## config.mk

```make
export PLATFORM = sky130hd
export DESIGN_NAME = z_result_buffer
export DESIGN_NICKNAME = d
export VERILOG_FILES = /design/src/rtl/z_result_buffer_pkg.sv /design/src/rtl/z_result_buffer_flag.sv /design/src/rtl/z_result_buffer.sv
export SDC_FILE = /design/constraint.sdc
export NUM_CORES = 1
export LEC_CHECK = 0
export CAP_MARGIN = 20
export CELL_PAD_IN_SITES_DETAIL_PLACEMENT = 0
export CELL_PAD_IN_SITES_GLOBAL_PLACEMENT = 1
export CORE_MARGIN = 4
export CORE_UTILIZATION = 40
export DETAILED_ROUTE_END_ITERATION = 8
export PLACE_DENSITY_LB_ADDON = 0.12
export SLEW_MARGIN = 20
export SYNTH_ARGS = -nofsm -noshare
export SYNTH_HDL_FRONTEND = slang
export SYNTH_SLANG_ARGS = --single-unit
```

## constraint.sdc

```tcl
create_clock -name clk -period 5.4 [get_ports clk]
set_input_delay 1.08 -clock clk [delete_from_list [all_inputs] [get_ports clk]]
set_output_delay 1.08 -clock clk [all_outputs]
set_load 0.005 [all_outputs]
```

## src/rtl/z_result_buffer_pkg.sv

```systemverilog
// Shared types and constants for the ALU result buffer.
// Entry layout is fixed at DW_DEFAULT bits per half.
package z_result_buffer_pkg;

    localparam int DW_DEFAULT = 32;
    localparam int REG_IDX_W  = 4;

    typedef struct packed {
        logic [DW_DEFAULT-1:0] lo;
        logic [DW_DEFAULT-1:0] hi;
        logic [REG_IDX_W-1:0]  dest;
        logic                  wide;
        logic                  zero;
        logic                  neg;
    } z_entry_t;

endpackage

```

## src/rtl/z_result_buffer_flag.sv

```systemverilog
// z_flag_gen: zero/negative flags of a result, which is either the
// low word alone or the full {hi,lo} pair.
module z_flag_gen #(
    parameter int DW = 32
) (
    input  logic [DW-1:0] lo,
    input  logic [DW-1:0] hi,
    input  logic          wide,
    output logic          zero,
    output logic          neg
);

    always_comb begin
        zero = wide ? ({hi, lo} == '0) : (lo == '0);
        neg  = wide ? hi[DW-1] : lo[DW-1];
    end

endmodule

```

## src/rtl/z_result_buffer.sv

```systemverilog
// FIFO of ALU results with precomputed zero/neg flags. No bypass:
// a full buffer refuses pushes even while it is popping.
module z_result_buffer
    import z_result_buffer_pkg::*;
#(
    parameter int DEPTH = 4,
    parameter int DW    = DW_DEFAULT
) (
    input  logic                     clk,
    input  logic                     clr,
    input  logic [DW-1:0]            resultLo,
    input  logic [DW-1:0]            resultHi,
    input  logic                     in_wide,
    input  logic [REG_IDX_W-1:0]     in_dest,
    input  logic                     in_valid,
    output logic                     in_ready,
    output logic [DW-1:0]            zlo,
    output logic [DW-1:0]            zhi,
    output logic [REG_IDX_W-1:0]     z_dest,
    output logic                     z_wide,
    output logic                     z_zero,
    output logic                     z_neg,
    output logic                     out_valid,
    input  logic                     out_ready,
    output logic [$clog2(DEPTH):0]   count,
    output logic                     overrun
);

    localparam int PW = $clog2(DEPTH);
    localparam int CW = PW + 1;

    z_entry_t        mem [DEPTH];
    z_entry_t        wr_entry;
    z_entry_t        head;
    logic [PW-1:0]   wr_ptr;
    logic [PW-1:0]   rd_ptr;
    logic            push;
    logic            pop;
    logic            flag_zero;
    logic            flag_neg;

    z_flag_gen #(.DW(DW)) u_flag (
        .lo   (resultLo),
        .hi   (resultHi),
        .wide (in_wide),
        .zero (flag_zero),
        .neg  (flag_neg)
    );

    assign in_ready  = (count < CW'(DEPTH));
    assign out_valid = (count != '0);
    assign push      = in_valid && in_ready;
    assign pop       = out_valid && out_ready;

    // Halves are sized into the fixed-width package entry.
    always_comb begin
        wr_entry      = '0;
        wr_entry.lo   = DW_DEFAULT'(resultLo);
        wr_entry.hi   = in_wide ? DW_DEFAULT'(resultHi) : '0;
        wr_entry.dest = in_dest;
        wr_entry.wide = in_wide;
        wr_entry.zero = flag_zero;
        wr_entry.neg  = flag_neg;
    end

    // Storage is left uncleared by reset; count gates visibility.
    always_ff @(posedge clk) begin
        if (push) mem[wr_ptr] <= wr_entry;
    end

    always_ff @(posedge clk or negedge clr) begin
        if (!clr) begin
            wr_ptr  <= '0;
            rd_ptr  <= '0;
            count   <= '0;
            overrun <= 1'b0;
        end else begin
            if (push) wr_ptr <= wr_ptr + PW'(1);
            if (pop)  rd_ptr <= rd_ptr + PW'(1);
            case ({push, pop})
                2'b10:   count <= count + CW'(1);
                2'b01:   count <= count - CW'(1);
                default: count <= count;
            endcase
            if (in_valid && !in_ready) overrun <= 1'b1;
        end
    end

    always_comb begin
        head   = mem[rd_ptr];
        zlo    = '0;
        zhi    = '0;
        z_dest = '0;
        z_wide = 1'b0;
        z_zero = 1'b0;
        z_neg  = 1'b0;
        if (out_valid) begin
            zlo    = DW'(head.lo);
            zhi    = DW'(head.hi);
            z_dest = head.dest;
            z_wide = head.wide;
            z_zero = head.zero;
            z_neg  = head.neg;
        end
    end

endmodule

```

* Word-level counts from Yosys, hierarchy flattened
Memory sizes are Yosys's and may differ from the RTL's. Cells that the tools add are included.
Word-level totals: bits in registers 8, RAM bits 284, output and inout bits 77, word-level logic and storage cells 32, memories 1
Memories:
- mem | words 4, width 71, rd ports 1, clocked after Yosys merged registers in 0, write ports 1, RTL line z_result_buffer.sv:32 | z_entry_t mem [DEPTH];
Cells by class: add/sub/neg operators 4, $lt $le $gt $ge 1, eq/ne operators 2, mux-type cells 12, reduce and logical (&&, ||, !) cells 8
Operator list (count):
- 32-bit 2-to-1 mux | 3
- 64-bit zero test | 1
- 32-bit zero test | 1
- 1-bit 2-to-1 mux | 7
- 3-bit case mux with 2 select lines | 1
- 2-bit by 1-bit adder with 2-bit output, second input constant | 2
- 4-bit 2-to-1 mux | 1
- 3-bit by 1-bit adder with 3-bit output, second input constant | 1
- 1-bit logical AND | 3
- 3-bit < comparator, second input constant | 1
- 3-bit nonzero test | 1
- 3-bit by 1-bit subtractor with 3-bit output, second input constant | 1
- 2-bit by 1-bit == test with 1-bit output, second input constant | 1
- 2-bit == test, second input constant | 1
- 2-bit nonzero test | 1
- 1-bit zero test | 1

* Depth between registers and ports, before layout
Gate-level depths: netlist of the first run.
depth in word-level cells 4, gate-level depth with buffers 9, gate-level depth less buffers 8

* Modules after synthesis
A second synthesis of the first run with hierarchy kept.
Second synthesis, totals: cell total of the unflattened synthesis 549, area total of the unflattened synthesis 11626.2 µm²
Modules (own cells, without submodules):
- z_result_buffer | instances 1, cells each 526, area an instance 11453.5 µm², seq. area each 8728.4 µm²
- z_flag_gen | instances 1, cells each 23, area an instance 172.7 µm², seq. area each 0.0 µm²

* Worst setup path after synthesis of the first run
No wires, ideal clock.
kind input -> register, start point in in_valid, end point mem mem[0][0] (netlist bit) (enable), arrival time 3.113 ns, data required time 4.963 ns, slack 1.850 ns, stages on the path 3, path buffers 1, cells stage by stage nor2b_1 > clkbuf_1 > and2_1
On the way: cells in the longest elaborated chain, start to end 3
Ends and longest elaborated chain:
- from (decl) | RTL line z_result_buffer.sv:15 | input logic in_valid,
- 1-bit logical AND | RTL line z_result_buffer.sv:52 | assign push = in_valid && in_ready;
- 1-bit 2-to-1 mux | RTL line z_result_buffer.sv:68 | if (push) mem[wr_ptr] <= wr_entry;
- 1-bit 2-to-1 mux (not written as such) | RTL line z_result_buffer.sv:68
- to (decl) | RTL line z_result_buffer.sv:32
Every way passes these cells.

* Worst setup path in the final report of the first run
start point reg rd_ptr[0], end point out z_dest[3]
On the way: cells in the longest elaborated chain, start to end 2
Ends and longest elaborated chain:
- from (decl) | RTL line z_result_buffer.sv:36 | logic [PW-1:0] rd_ptr;
- from (signal assigned) | RTL line z_result_buffer.sv:79 | if (pop) rd_ptr <= rd_ptr + PW'(1);
- memory read 4 x 71 bit
- 4-bit 2-to-1 mux | RTL line z_result_buffer.sv:97 | if (out_valid) begin
- to (decl) | RTL line z_result_buffer.sv:19 | output logic [REG_IDX_W-1:0] z_dest,
Every way passes these cells.

==> flow_metrics.py, run 1 <==
metrics = {
    "power": {
        "p_switching_uw": 2040,
        "power_frac_comb_pct": 32.3,
        "switching_share_pct": 26.2,
        "cell_internal_pwr_uw": 5750,
        "power_frac_seq_pct": 39.5,
        "ir_drop_uv": 271,
        "cellLeakagePower_uw": 0.00471,
        "power.density_nw_per_um2": 536,
        "clkPwrFrac_pct": 28.2,
        "total_power_uw": 7790,
    },
    "clock_network": {
        "cts-root-buf": "clkbuf_16",
        "cts.sinks": 292,
        "insertion_delay_ns": 0.54,
        "cts_tree": "done",
        "cts_made_buffers": 31,
        "cts_max_path_buffers": 3,
        "cts_setup_buffers": 0,
        "ctsResizeCount": 0,
        "hold_buffers": 0,
        "path_clk_slew_ns": 0.06,
        "htree_levels": 1,
    },
    "synthesis": {
        "synthDistinctLibCells": 26,
        "yosysWarnings": 0,
        "synth_area_sq_um": 11600,
        "synthMuxAreaShare_pct": 14.0,
        "synth_compound_area_share_pct": 0.216,
        "synthTopCellsByArea": "edfxtp_1 (73%), mux4_2 (13%), and2_1 (5.8%)",
        "yosysTopAreaCell": "edfxtp_1",
        "synthXorXnorAreaFrac_pct": 0.453,
        "seq_area_frac_synth_pct": 75.2,
        "avgSynthCellArea_sq_um": 21.1,
        "synthesis.nets": 629,
        "synth_top_family_by_area": "multiplexers",
        "yosys.area_share.simple_pct": 7.20,
        "ys_ff_latch": 292,
        "synthCells": 550,
        "synth.top_cell.area_share_pct": 73.5,
        "synthAdderAreaFrac_pct": 0.711,
    },
    "detailed_routing": {
        "vias_per_cell": 5.10,
        "vias": 5721,
        "ant_nets": 0,
        "drt_pass1_iterations": 5,
        "routed_wl_mm": 24.6,
        "drc": 0,
        "routedWlPerCell_um": 21.9,
        "drt_iter0_drc": 434,
    },
    "cells_and_area": {
        "final_nets": 794,
        "antenna_cells": 0,
        "fillerInstances": 2377,
        "area_growth_pct": 25.2,
        "drive_above_1_share_pct": 17.9,
    },
    "die": {
        "start_util_pct": 40.4,
        "rows": 62,
        "die-area_sq_um": 31800,
        "core-area_sq_um": 28700,
        "die_x_um": 178,
        "die_y_um": 178,
        "io_pins": 150,
    },
    "critical_path": {
        "crit_fanout": 40,
        "critPathMaxStageDelay_ns": 0.97,
        "crit_path_cell_trace": "buf_4 > mux4_1 > and2_1 > clkdlybuf4s50_1",
        "required_ns": 4.32,
        "end_kind": "output port",
        "slowest_stage": "dfrtp_4",
        "start_kind": "register",
        "critical_path_class": "register to output port",
        "reg2regPathDepth": 9,
        "arrival_ns": 3.14,
        "critPathLaunch": "rd_ptr[0]",
        "r2r_start": "count[0]",
    },
    "timing": {
        "fin_skew_ns": 0.0102,
        "maxSlewViolCount": 0,
        "slew_headroom_pct": 33.7,
        "tightest_slew_ns": 0.995,
        "rsz0062_at_grt": "no",
        "min_period_ns": 4.22,
        "setup_viol": 0,
        "fin_crit_sh_pct": 78.1,
        "clock.fmax_ghz": 0.237,
        "hold_viol_final": 0,
        "setup_tns_ns": 0,
    },
    "global_routing": {
        "grt_pass1_wl_mm": 37.5,
        "globalRouteTotalUtil_pct": 15.4,
        "grt_overflow": 0,
        "antenna_found_initial": 0,
        "grt_pass1_vias": 6331,
        "grt_start_max_net_pins": 74,
    },
    "hold_path": {
        "holdPathStages": 1,
        "hold_start": "overrun",
        "min_path_type": "register to register",
    },
    "place": {
        "hpwl_mm": 14.3,
        "routabilityCongestion": 0.675,
        "numPortBuffers": 149,
    },
    "flow_run": {
        "drv_cap": 0,
    },
    "outcome": {
        "status": "finished, final reports clean",
    },
}
-- final cells by class --
class | count | area, sq um | share of cell area (%)
Clock inverter | 23 | 283 | 1.95
Timing Repair Buffer | 160 | 1590 | 11.0
Inverter | 7 | 26.3 | 0.181
Sequential cell | 292 | 8740 | 60.1
Multi-Input combinational cell | 223 | 2630 | 18.1
Tap cell | 384 | 480 | 3.31
Clock buffer | 33 | 783 | 5.39
-- layout by cell type, fill, tap and decap left out, drive strengths merged, types with 5 or more instances in the layout --
cell,instances
buf,11
bufinv,7
clkbuf,33
nor4,16
clkdlybuf4s50,149
dfrtp,8
mux4,71
inv,7
clkinv,14
ha,5
edfxtp,284
and2,108
-- registers in the layout, summed over array words and instances (netlist names) --
name	count
rd_ptr	2
count	3
wr_ptr	2
mem	284
overrun	1
-- path summary, 6_finish.rpt --
kind,end,slack (ns)
worst max-delay path,z_dest[3],1.18
worst min-delay path,overrun,0.46
worst max register to register,count[2],2.82
worst min register to register,overrun,0.46
max in group asynchronous,rd_ptr[0],4.26
min in group asynchronous,overrun,0.83
-- per-layer routing --
| layer | part of all wire (%) | GRT usage, % | up-vias |
|---|---|---|---|
| li1 | - | - | 2532 |
| met5 | 0 | 0 | - |
| met3 | 5.7 | 2.63 | 31 |
| met1 | 43 | 21.7 | 3015 |
| met2 | 50 | 25.8 | 143 |
| met4 | 1.4 | 2.91 | 0 |
-- critical path, delay by kind of cell, from the launching register on --
kind | cells | cell delay [ns]
flip-flops | 1 | 0.97
buffers and inverters | 2 | 0.86
multiplexers | 1 | 0.58
AND/OR/NAND/NOR | 1 | 0.17
-- kinds of logic (layout without fill, tap and decap cells) --
family / after synthesis / in the layout
compound gates: 4 / 4
xor+xnor: 6 / 6
fa+ha+maj: 6 / 6
buf+inv: 35 / 223
flops: 292 / 292
mux: 72 / 72
simple gates: 135 / 135
-- power groups by stage --
| stage | logic (uW) | registers (uW) | clock network, uW |
|---|---|---|---|
| detailed placement | 2580 | 3140 | 0 |
| finish | 2510 | 3080 | 2200 |
| CTS | 2600 | 3100 | 2250 |
| floorplan | 1510 | 2960 | 0 |
| global route | 2740 | 3130 | 2350 |
| global placement | 2500 | 3190 | 0 |
-- Yosys cell counts --
| library cell | instances |
|---|---|
| o21a_1 | 1 |
| dfrtp_1 | 8 |
| mux2_2 | 1 |
| ha_1 | 5 |
| nor4_1 | 16 |
| and2_4 | 1 |
| a21o_1 | 1 |
| buf_12 | 7 |
| fa_1 | 1 |
| nor3_1 | 1 |
| xnor2_1 | 4 |
| nand2_1 | 3 |
| nor2b_1 | 1 |
| mux4_1 | 3 |
| edfxtp_1 | 284 |
| inv_1 | 7 |
| or3_1 | 1 |
| mux4_2 | 68 |
| nand4_1 | 4 |
| nor2_1 | 1 |
| clkbuf_1 | 12 |
| xor2_1 | 2 |
| o21ai_0 | 2 |
| buf_6 | 1 |
| buf_2 | 8 |
| and2_1 | 107 |
-- through the flow --
step                cell area [sq um]  hold WS [ns]  utilization (%)  setup slack [ns]  std cells
floorplan                       11600         0.451                -              1.85        550
global placement                13400         0.437             46.8              1.64       1065
detailed placement              13500         0.454             46.9              1.65       1066
CTS                             14500         0.467             50.6              1.06       1122
global route                    14500         0.479             50.6             0.936       1122
finish                          14500         0.465             50.6              1.18       1122
No activity file was read; power rests on OpenSTA's default activity.
==> run 2: changes to the inputs <==
==> constraint.sdc (replaced) <==
create_clock -name clk -period 4.1 [get_ports clk]
set_input_delay 0.82 -clock clk [delete_from_list [all_inputs] [get_ports clk]]
set_output_delay 0.82 -clock clk [all_outputs]
set_load 0.005 [all_outputs]
==> flow_metrics.py, run 2 (synthesis results as in run 1) <==
metrics = {
    "outcome": {
        "status": "finished, final reports clean",
    },
    "die": {
        "io_pins": 150,
        "die_y_um": 178,
        "rows": 62,
        "die-area_sq_um": 31800,
        "die_x_um": 178,
        "core-area_sq_um": 28700,
        "start_util_pct": 40.4,
    },
    "critical_path": {
        "critical_path_class": "register to output port",
        "start_kind": "register",
        "arrival_ns": 2.87,
        "end_kind": "output port",
        "required_ns": 3.28,
        "crit_fanout": 38,
    },
    "cells_and_area": {
        "drive_above_1_share_pct": 17.7,
        "fin_cells": 1124,
        "top_register": "mem",
        "fillerInstances": 2355,
        "largestRegisters": "mem: 284 flops, count: 3 flops",
        "layout_common_cells": "edfxtp_1 (284), clkdlybuf4s50_1 (149), and2_1 (103)",
        "largest_reg_flops": 284,
        "area_growth_pct": 25.2,
        "layout_commonest_cell": "edfxtp_1",
        "final_nets": 796,
    },
    "detailed_routing": {
        "routedWlPerCell_um": 22.1,
        "wl_met3_mm": 1.40,
        "routed_wl_mm": 24.8,
        "vias": 5782,
        "vias_per_cell": 5.14,
        "drt_pass1_iterations": 5,
        "drc": 0,
        "topRoutingLayerUsed": "met4",
        "drt_iter0_drc": 296,
        "ant_nets": 0,
        "met1_length_mm": 10.9,
        "met2WireLength_mm": 12.1,
    },
    "place": {
        "routabilityCongestion": 0.687,
        "dp.cells": 1068,
        "numPortBuffers": 149,
        "hpwl_mm": 15.2,
        "pre_cts_slack_ns": 0.884,
    },
    "clock_network": {
        "cts_max_path_buffers": 3,
        "cts_made_buffers": 31,
        "path_clk_slew_ns": 0.05,
        "hold_buffers": 0,
        "insertion_delay_ns": 0.54,
        "htree_levels": 1,
        "ctsResizeCount": 0,
        "cts_tree": "done",
        "cts_setup_buffers": 0,
        "cts-root-buf": "clkbuf_16",
        "cts.sinks": 292,
    },
    "power": {
        "clkPwrFrac_pct": 26.1,
        "ir_drop_uv": 283,
        "p_switching_uw": 2660,
        "total_power_uw": 10000,
        "power.density_nw_per_um2": 691,
        "cellLeakagePower_uw": 0.00470,
        "switching_share_pct": 26.5,
        "power_frac_seq_pct": 39.7,
        "cell_internal_pwr_uw": 7390,
        "power_frac_comb_pct": 34.2,
    },
    "global_routing": {
        "antenna_found_initial": 0,
        "grt_overflow": 0,
        "grt_pass1_vias": 6379,
        "grt_start_max_net_pins": 44,
        "globalRouteTotalUtil_pct": 15.6,
        "grt_pass1_wl_mm": 37.8,
    },
    "timing": {
        "fin_ws_ns": 0.411,
        "hold_viol_final": 0,
        "maxSlewViolCount": 0,
        "clock.fmax_ghz": 0.271,
        "setup_tns_ns": 0,
        "tightest_slew_ns": 0.703,
        "fin_crit_sh_pct": 90.0,
        "setup_viol": 0,
        "fin_skew_ns": 0.0127,
        "min_period_ns": 3.69,
        "rsz0062_at_grt": "no",
        "slew_headroom_pct": 53.1,
    },
    "hold_path": {
        "min_path_type": "register to register",
    },
    "flow_run": {
        "drv_cap": 0,
    },
}
## run 2: layer usage
layer	vias to the layer above	track usage (%)
met5	-	0
met4	0	3.04
met3	33	2.65
met2	164	26.0
met1	3038	22.1
li1	2547	-
## run 2: area by class of cell
cell class	count	area, sq um	share of cell area, %
clock buffers	48	910	6.26
inverters	7	26.3	0.181
multi-input cells	223	2630	18.1
flip-flops and latches	292	8740	60.1
diodes	1	2.50	0.0172
repair buffers	162	1690	11.6
clock inverters	7	57.6	0.396
well taps	384	480	3.31
## run 2: final timing paths
| kind | from | to | slack (ns) | cells past startpoint |
|---|---|---|---|---|
| max in group asynchronous | clr | rd_ptr[1] | 3.21 | 1 |
| max | count[0] | zlo[6] | 0.41 | 4 |
| min in group asynchronous | clr | wr_ptr[1] | 0.58 | 1 |
| min reg2reg | overrun | overrun | 0.46 | 1 |
| max reg2reg | count[0] | count[1] | 1.61 | 6 |
| min | overrun | overrun | 0.46 | 1 |
## run 2: power by group through the flow
stage / sequential, uW / clock [uW] / combinational (uW)
2_1_floorplan: 3900 / 0 / 1980
3_3_place_gp: 4040 / 0 / 3530
3_5_place_dp: 4060 / 0 / 3540
4_1_cts: 4000 / 2700 / 3560
5_1_grt: 4040 / 2820 / 3750
6_report: 3990 / 2620 / 3440
## run 2: critical path, cell delays in order (launching register included)
cell and delay, ns:
dfrtp_1 0.41, or3_2 0.83, buf_4 0.41, and2_1 0.21, clkdlybuf4s50_1 0.46
## run 2: per-stage QoR
| step | hold slack (ns) | util, % | area (sq um) |
|---|---|---|---|
| finish | 0.460 | 50.6 | 14500 |
| detailed placement | 0.450 | 47.2 | 13600 |
| CTS | 0.463 | 50.6 | 14500 |
| floorplan | 0.451 | - | 11600 |
| global placement | 0.437 | 47.2 | 13600 |
| global route | 0.491 | 50.6 | 14500 |
